File: config.mk
export PLATFORM = sky130hd
export DESIGN_NAME = segre_mul_stage_flat
export DESIGN_NICKNAME = d
export VERILOG_FILES = /design/src/rtl/segre_mul_stage_pkg.sv /design/src/rtl/segre_mul_stage_if.sv /design/src/rtl/segre_mul_stage_byp_mux.sv /design/src/rtl/segre_mul_stage.sv /design/src/flat_wrapper.sv
export SDC_FILE = /design/constraint.sdc
export NUM_CORES = 2
export LEC_CHECK = 0
export CAP_MARGIN = 20
export CORE_UTILIZATION = 48
export CTS_BUF_LIST = sky130_fd_sc_hd__clkbuf_4
export DETAILED_ROUTE_END_ITERATION = 16
export PLACE_DENSITY = 0.66
export SLEW_MARGIN = 20
export SYNTH_ARGS = -nofsm -noshare
export SYNTH_HDL_FRONTEND = slang
export SYNTH_HIERARCHICAL = 1
export SYNTH_SLANG_ARGS = --single-unit
File: constraint.sdc
create_clock -name clk_i -period 7.9 [get_ports clk_i]
set_clock_uncertainty 0.15 [all_clocks]
set_input_delay 0.79 -clock clk_i [delete_from_list [all_inputs] [get_ports clk_i]]
set_output_delay 0.79 -clock clk_i [all_outputs]
set_load 0.1 [all_outputs]
File: src/rtl/segre_mul_stage_pkg.sv
// Shared types and defaults for the pipelined RV32M multiply stage.
package segre_mul_stage_pkg;

  typedef enum logic [1:0] {
    MUL_LO  = 2'd0,
    MUL_HSS = 2'd1,
    MUL_HSU = 2'd2,
    MUL_HUU = 2'd3
  } mul_op_e;

  localparam int unsigned MUL_WORD_SIZE = 32;
  localparam int unsigned MUL_REG_SIZE  = 5;
  localparam int unsigned MUL_LATENCY   = 3;
  localparam int unsigned MUL_NUM_BYP   = 2;

  // Operand A is sign-extended for every op except MULHU.
  function automatic logic op_a_signed(input mul_op_e op);
    return op != MUL_HUU;
  endfunction

  // Operand B is sign-extended only for MUL and MULH.
  function automatic logic op_b_signed(input mul_op_e op);
    return (op == MUL_LO) || (op == MUL_HSS);
  endfunction

endpackage

File: src/rtl/segre_mul_stage_if.sv
// ID-side request / WB-side result bundle of the multiply stage.
interface segre_mul_stage_if
  import segre_mul_stage_pkg::*;
#(
  parameter int unsigned WORD_SIZE = MUL_WORD_SIZE,
  parameter int unsigned REG_SIZE  = MUL_REG_SIZE,
  parameter int unsigned LATENCY   = MUL_LATENCY,
  parameter int unsigned NUM_BYP   = MUL_NUM_BYP
);
  localparam int unsigned SEL_W = $clog2(NUM_BYP + 1);

  logic                          valid_i;
  logic                          block_i;
  logic                          flush_i;
  mul_op_e                       op_i;
  logic [WORD_SIZE-1:0]          src_a_i;
  logic [WORD_SIZE-1:0]          src_b_i;
  logic [SEL_W-1:0]              byp_sel_a_i;
  logic [SEL_W-1:0]              byp_sel_b_i;
  logic [NUM_BYP*WORD_SIZE-1:0]  byp_data_i;
  logic [REG_SIZE-1:0]           rf_waddr_i;

  logic                          valid_o;
  logic                          rf_we_o;
  logic [REG_SIZE-1:0]           rf_waddr_o;
  logic [WORD_SIZE-1:0]          res_o;
  logic [LATENCY-1:0]            inflight_valid_o;
  logic [LATENCY*REG_SIZE-1:0]   inflight_waddr_o;
  logic                          busy_o;

  modport master (
    output valid_i, block_i, flush_i, op_i, src_a_i, src_b_i,
           byp_sel_a_i, byp_sel_b_i, byp_data_i, rf_waddr_i,
    input  valid_o, rf_we_o, rf_waddr_o, res_o,
           inflight_valid_o, inflight_waddr_o, busy_o
  );

  modport slave (
    input  valid_i, block_i, flush_i, op_i, src_a_i, src_b_i,
           byp_sel_a_i, byp_sel_b_i, byp_data_i, rf_waddr_i,
    output valid_o, rf_we_o, rf_waddr_o, res_o,
           inflight_valid_o, inflight_waddr_o, busy_o
  );

endinterface

File: src/rtl/segre_mul_stage_byp_mux.sv
// Operand bypass selector: 0 or any out-of-range select picks the register-file value.
module segre_byp_mux #(
  parameter int unsigned WIDTH   = 32,
  parameter int unsigned NUM_SRC = 2,
  localparam int unsigned SEL_W  = $clog2(NUM_SRC + 1)
) (
  input  logic [WIDTH-1:0]         i_src,
  input  logic [NUM_SRC*WIDTH-1:0] i_byp,
  input  logic [SEL_W-1:0]         i_sel,
  output logic [WIDTH-1:0]         o_data_c
);

  // Pick bypass slice k-1 when the select equals k, else fall back to the source.
  always_comb begin
    o_data_c = i_src;
    for (int unsigned k = 1; k <= NUM_SRC; k++) begin
      if (i_sel == SEL_W'(k)) o_data_c = i_byp[(k-1)*WIDTH +: WIDTH];
    end
  end

endmodule

File: src/rtl/segre_mul_stage.sv
// Pipelined RV32M multiply stage with bypass, block/flush and in-flight export.
// Stage data fields are kept at zero whenever a stage is empty, so the
// outputs can be driven straight from the last stage register.
module segre_mul_stage
  import segre_mul_stage_pkg::*;
#(
  parameter int unsigned WORD_SIZE = MUL_WORD_SIZE,
  parameter int unsigned REG_SIZE  = MUL_REG_SIZE,
  parameter int unsigned LATENCY   = MUL_LATENCY,
  parameter int unsigned NUM_BYP   = MUL_NUM_BYP
) (
  input  logic            clk_i,
  input  logic            rst_i,
  segre_mul_stage_if.slave bus
);
  localparam int unsigned PROD_W = 2 * WORD_SIZE;

  logic [WORD_SIZE-1:0]                w_opa;
  logic [WORD_SIZE-1:0]                w_opb;
  logic signed [WORD_SIZE:0]           w_a_ext;
  logic signed [WORD_SIZE:0]           w_b_ext;
  logic signed [PROD_W-1:0]            w_prod;
  logic [WORD_SIZE-1:0]                w_res;

  logic [LATENCY-1:0]                  r_valid, w_valid_nxt;
  logic [LATENCY-1:0]                  r_we, w_we_nxt;
  logic [LATENCY-1:0][REG_SIZE-1:0]    r_waddr, w_waddr_nxt;
  logic [LATENCY-1:0][WORD_SIZE-1:0]   r_res, w_res_nxt;
  logic                                r_busy;

  segre_byp_mux #(.WIDTH(WORD_SIZE), .NUM_SRC(NUM_BYP)) u_byp_a (
    .i_src    (bus.src_a_i),
    .i_byp    (bus.byp_data_i),
    .i_sel    (bus.byp_sel_a_i),
    .o_data_c (w_opa)
  );

  segre_byp_mux #(.WIDTH(WORD_SIZE), .NUM_SRC(NUM_BYP)) u_byp_b (
    .i_src    (bus.src_b_i),
    .i_byp    (bus.byp_data_i),
    .i_sel    (bus.byp_sel_b_i),
    .o_data_c (w_opb)
  );

  // Extended-operand multiply; the product is truncated to 2*WORD_SIZE bits.
  always_comb begin
    w_a_ext = $signed({op_a_signed(bus.op_i) & w_opa[WORD_SIZE-1], w_opa});
    w_b_ext = $signed({op_b_signed(bus.op_i) & w_opb[WORD_SIZE-1], w_opb});
    w_prod  = PROD_W'(w_a_ext) * PROD_W'(w_b_ext);
    w_res   = (bus.op_i == MUL_LO) ? w_prod[WORD_SIZE-1:0]
                                   : w_prod[PROD_W-1:WORD_SIZE];
  end

  // Next stage contents: flush clears, block holds, otherwise shift and accept.
  always_comb begin
    w_valid_nxt = r_valid;
    w_we_nxt    = r_we;
    w_waddr_nxt = r_waddr;
    w_res_nxt   = r_res;
    if (bus.flush_i) begin
      w_valid_nxt = '0;
      w_we_nxt    = '0;
      w_waddr_nxt = '0;
      w_res_nxt   = '0;
    end else if (!bus.block_i) begin
      for (int unsigned i = 1; i < LATENCY; i++) begin
        w_valid_nxt[i] = r_valid[i-1];
        w_we_nxt[i]    = r_we[i-1];
        w_waddr_nxt[i] = r_waddr[i-1];
        w_res_nxt[i]   = r_res[i-1];
      end
      w_valid_nxt[0] = bus.valid_i;
      w_we_nxt[0]    = bus.valid_i && (bus.rf_waddr_i != '0);
      w_waddr_nxt[0] = bus.valid_i ? bus.rf_waddr_i : '0;
      w_res_nxt[0]   = bus.valid_i ? w_res : '0;
    end
  end

  // Stage registers with asynchronous reset.
  always_ff @(posedge clk_i or posedge rst_i) begin
    if (rst_i) begin
      r_valid <= '0;
      r_we    <= '0;
      r_waddr <= '0;
      r_res   <= '0;
      r_busy  <= 1'b0;
    end else begin
      r_valid <= w_valid_nxt;
      r_we    <= w_we_nxt;
      r_waddr <= w_waddr_nxt;
      r_res   <= w_res_nxt;
      r_busy  <= |w_valid_nxt;
    end
  end

  assign bus.valid_o          = r_valid[LATENCY-1];
  assign bus.rf_we_o          = r_we[LATENCY-1];
  assign bus.rf_waddr_o       = r_waddr[LATENCY-1];
  assign bus.res_o            = r_res[LATENCY-1];
  assign bus.inflight_valid_o = r_valid;
  assign bus.inflight_waddr_o = r_waddr;
  assign bus.busy_o           = r_busy;

endmodule

File: src/flat_wrapper.sv
// flat-port wrapper written by rule: the top's interface ports become plain ports
module segre_mul_stage_flat import segre_mul_stage_pkg::*;
#(
  parameter int unsigned WORD_SIZE = MUL_WORD_SIZE,
  parameter int unsigned REG_SIZE  = MUL_REG_SIZE,
  parameter int unsigned LATENCY   = MUL_LATENCY,
  parameter int unsigned NUM_BYP   = MUL_NUM_BYP
)
  (clk_i, rst_i, bus_valid_i, bus_block_i, bus_flush_i, bus_op_i, bus_src_a_i, bus_src_b_i, bus_byp_sel_a_i, bus_byp_sel_b_i, bus_byp_data_i, bus_rf_waddr_i, bus_valid_o, bus_rf_we_o, bus_rf_waddr_o, bus_res_o, bus_inflight_valid_o, bus_inflight_waddr_o, bus_busy_o);
  segre_mul_stage_if #(.WORD_SIZE(WORD_SIZE), .REG_SIZE(REG_SIZE), .LATENCY(LATENCY), .NUM_BYP(NUM_BYP)) bus_i ();
  input  logic clk_i;
  input  logic rst_i;
  input wire logic [$bits(bus_i.valid_i)-1:0] bus_valid_i;
  input wire logic [$bits(bus_i.block_i)-1:0] bus_block_i;
  input wire logic [$bits(bus_i.flush_i)-1:0] bus_flush_i;
  input wire logic [$bits(bus_i.op_i)-1:0] bus_op_i;
  input wire logic [$bits(bus_i.src_a_i)-1:0] bus_src_a_i;
  input wire logic [$bits(bus_i.src_b_i)-1:0] bus_src_b_i;
  input wire logic [$bits(bus_i.byp_sel_a_i)-1:0] bus_byp_sel_a_i;
  input wire logic [$bits(bus_i.byp_sel_b_i)-1:0] bus_byp_sel_b_i;
  input wire logic [$bits(bus_i.byp_data_i)-1:0] bus_byp_data_i;
  input wire logic [$bits(bus_i.rf_waddr_i)-1:0] bus_rf_waddr_i;
  output wire logic [$bits(bus_i.valid_o)-1:0] bus_valid_o;
  output wire logic [$bits(bus_i.rf_we_o)-1:0] bus_rf_we_o;
  output wire logic [$bits(bus_i.rf_waddr_o)-1:0] bus_rf_waddr_o;
  output wire logic [$bits(bus_i.res_o)-1:0] bus_res_o;
  output wire logic [$bits(bus_i.inflight_valid_o)-1:0] bus_inflight_valid_o;
  output wire logic [$bits(bus_i.inflight_waddr_o)-1:0] bus_inflight_waddr_o;
  output wire logic [$bits(bus_i.busy_o)-1:0] bus_busy_o;
  assign bus_i.valid_i = bus_valid_i;
  assign bus_i.block_i = bus_block_i;
  assign bus_i.flush_i = bus_flush_i;
  assign bus_i.op_i = bus_op_i;
  assign bus_i.src_a_i = bus_src_a_i;
  assign bus_i.src_b_i = bus_src_b_i;
  assign bus_i.byp_sel_a_i = bus_byp_sel_a_i;
  assign bus_i.byp_sel_b_i = bus_byp_sel_b_i;
  assign bus_i.byp_data_i = bus_byp_data_i;
  assign bus_i.rf_waddr_i = bus_rf_waddr_i;
  assign bus_valid_o = bus_i.valid_o;
  assign bus_rf_we_o = bus_i.rf_we_o;
  assign bus_rf_waddr_o = bus_i.rf_waddr_o;
  assign bus_res_o = bus_i.res_o;
  assign bus_inflight_valid_o = bus_i.inflight_valid_o;
  assign bus_inflight_waddr_o = bus_i.inflight_waddr_o;
  assign bus_busy_o = bus_i.busy_o;
  segre_mul_stage #(.WORD_SIZE(WORD_SIZE), .REG_SIZE(REG_SIZE), .LATENCY(LATENCY), .NUM_BYP(NUM_BYP)) u_core (.clk_i(clk_i), .rst_i(rst_i), .bus(bus_i));
endmodule
==> impl_metrics.ini <==
[global_routing]
grt_pass1_wl_um = 221000
grt_pass1_vias = 39600
use_met3_pct = 5.82
grt_usage_pct = 30.1
antenna_found_initial = 8
grt-busiest-layer = met2
use_met1_pct = 39.7
met2_usage_pct = 50.2
grt_max_degree = 81
overflow = 0

[worst_hold_path]
hold_start = u_core/r_we[0]
min_path_cells = 2
holdCritPathClass = register to register
hold_end = u_core/r_we[0]

[yosys]
synth.top_cell.area_share_pct = 49.9
synth.cell_area_um2 = 45100
avgSynthCellArea_um2 = 9.35
async_flop_share_pct = 100
synth_common_cells = fa_1, inv_1, nand2_1, and2_1, mux2i_1
yosysWarningCount = 6
synth.distinct_cells = 81
synth.largest_area_cell = fa_1
synth_seq_cells = 118
syn_inst = 4826
seq_area_frac_synth_pct = 6.55
ys_top_cells_by_area = fa_1, inv_1, dfrtp_1
yosysMostFrequentCell = fa_1
synthFlopType = dfrtp_1
synth_edf_count = 0
synth.net_count = 6307

[timing]
rsz0062_at_grt = yes
period_share_pct = 103
setup_viol_count_final = 24
fin_ws_ns = -0.255
fmax_ghz = 0.123
maxSlewViolCount = 0
finalHoldViolCount = 0
setup_tns_ns = -2.80
timing.final.crit_period_ns = 8.15
max_slew_margin_pct = 29.0
tightest_slew_ns = 1.06

[floorplanning]
rows = 112
die_x_um = 309
core-area_um2 = 93200
design.portCount = 202
fp.dieH_um = 309
initial_core_util_pct = 48.4
die-area_um2 = 95200

[worst_setup_path]
cp_top_family = adder cells
critPathLaunchType = primary input
worstSetupPathType = primary input to register
max_stage_delay_ns = 0.56
cp_max_fo = 6
arrival_ns = 8.41
crit_buf_inv = 10
r2r_start = u_core/bus.inflight_valid_o[1]
crit_slowest_cell = fa_1
r2r_end = u_core/bus.busy_o
worst-r2r-cell-count = 3
rrSetupSlack_ns = 6.66
cp_common_cell = fa_1
worstPathRequired_ns = 8.15
end_kind = register

[job]
cap_violations = 0

[finish]
syn_to_final_growth_pct = 28.5
multiInputGateArea_um2 = 39300
drive_gt1_share_pct = 22.5
fin_nets = 6943
n_fill_cell = 7472
fin_area_um2 = 58000
seqCellArea_um2 = 2950
fin_util_pct = 62.2

[cts]
cts.clk_slew.worst_paths_ns = 0.11
cts_num_sinks = 118
ctsHoldBuffers = 0
cts_tree = yes
clk-insertion-delay-late_ns = 0.53
clock_path_buffers = 2
cts-root-buf = clkbuf_4
numCtsBuffers = 17
htreeDepth = 4

[drt]
drtAntennaViolNets = 0
wl_per_cell_um = 20.4
routed_wl_um = 138000
drcViolationCount = 0
route.vias.total = 35300
vias_per_cell = 5.24
first_iter_violations = 2211
dr.pass1.iters = 7

[placed_design]
place_area_um2 = 53600
place_worst_setup_slack_ns = -1.13
gp_routability_congestion = 0.939
post-dp-hpwl_um = 112000
io_buffers = 201

[status]
outcome = finished, violations left
violations = negative setup slack
-- layout make-up --
type / instances / area share, %
flip-flops and latches: 118 / 5.09
clock buffers: 17 / 0.220
multi-input cells: 3307 / 67.8
clock inverters: 15 / 0.291
diodes: 5 / 0.0216
repair buffers: 931 / 16.8
inverters: 1087 / 7.06
well taps: 1254 / 2.71
-- what timing repair did --
item / CTS / global route
resized for setup: 480 / 182
setup endpoints to repair: 32 / 32
pin swaps: 169 / 113
endpoints found under the hold margin: 0 / 0
setup buffers: 104 / 27
gates cloned: 13 / 2
-- metal layers --
metal  vias up  wire length (um)
met3       294             11000
met5         -                46
met4         6              5150
met1     18200             55400
li1      15500                 -
met2      1303             66000
-- placed cells by master, fill, tap and decap left out, types with 21 or more instances in the layout --
| cell type | n |
|---|---|
| fa_1 | 1063 |
| inv_1 | 1055 |
| nand2_1 | 773 |
| buf_4 | 499 |
| and2_1 | 314 |
| ha_1 | 183 |
| buf_12 | 132 |
| nor2_1 | 125 |
| dfrtp_1 | 118 |
| mux2i_1 | 114 |
| mux2i_4 | 95 |
| clkdlybuf4s50_1 | 90 |
| dlygate4sd2_1 | 88 |
| buf_6 | 75 |
| mux2i_2 | 64 |
| fa_2 | 62 |
| xnor2_1 | 38 |
| a21oi_2 | 36 |
| a21oi_1 | 36 |
| a21o_1 | 29 |
| o21ai_1 | 28 |
| inv_2 | 28 |
| ha_4 | 28 |
| nand4_1 | 25 |
| o21ai_0 | 21 |
-- per-stage QoR --
stage / instances / hold WS, ns
floorplan: 4826 / 0.295
global placement: 6555 / 0.312
detailed placement: 6555 / 0.326
CTS: 6701 / 0.355
global route: 6734 / 0.402
finish: 6734 / 0.359
-- cells by family after synthesis --
family,count (synthesis),synth area share (%)
buffers and inverters,1402,12.5
AND/OR/NAND/NOR,1344,13.6
AO/OA/AOI/OAI,282,4.18
flip-flops,118,6.55
adder cells (fa/ha/maj),1337,55.8
multiplexers,273,6.06
XOR/XNOR,70,1.36
-- worst min-delay path, stage by stage, from the launching register on --
cell     delay [ns]
dfrtp_1        0.37
nand2_1        0.05
nand2_1        0.06
-- worst max path at each step --
| stage | cells past startpoint | slack (ns) | end | from |
|---|---|---|---|---|
| 3_5_place_dp | 27 | -1.13 | u_core/r_res[28] | bus_byp_data_i[31] |
| 6_report | 30 | -0.25 | u_core/r_res[29] | bus_src_a_i[19] |
| 5_1_grt | 31 | -0.38 | u_core/r_res[29] | bus_src_a_i[19] |
| 3_3_place_gp | 28 | -1.06 | u_core/r_res[10] | bus_byp_data_i[17] |
| 2_1_floorplan | 28 | -0.63 | u_core/r_res[28] | bus_byp_sel_a_i[0] |
| 4_1_cts | 29 | -0.09 | u_core/r_res[10] | bus_src_b_i[15] |
-- registers in the layout, summed over array words and instances (netlist names) --
| signal | cells |
|---|---|
| u_core/bus.busy_o | 1 |
| u_core/bus.inflight_valid_o | 3 |
| u_core/bus.inflight_waddr_o | 10 |
| u_core/bus.res_o | 32 |
| u_core/bus.rf_waddr_o | 5 |
| u_core/r_res | 64 |
| u_core/r_we | 3 |
Power is not shown: default switching activity piles up to over one toggle a cycle in this logic, so the estimate is an artifact.
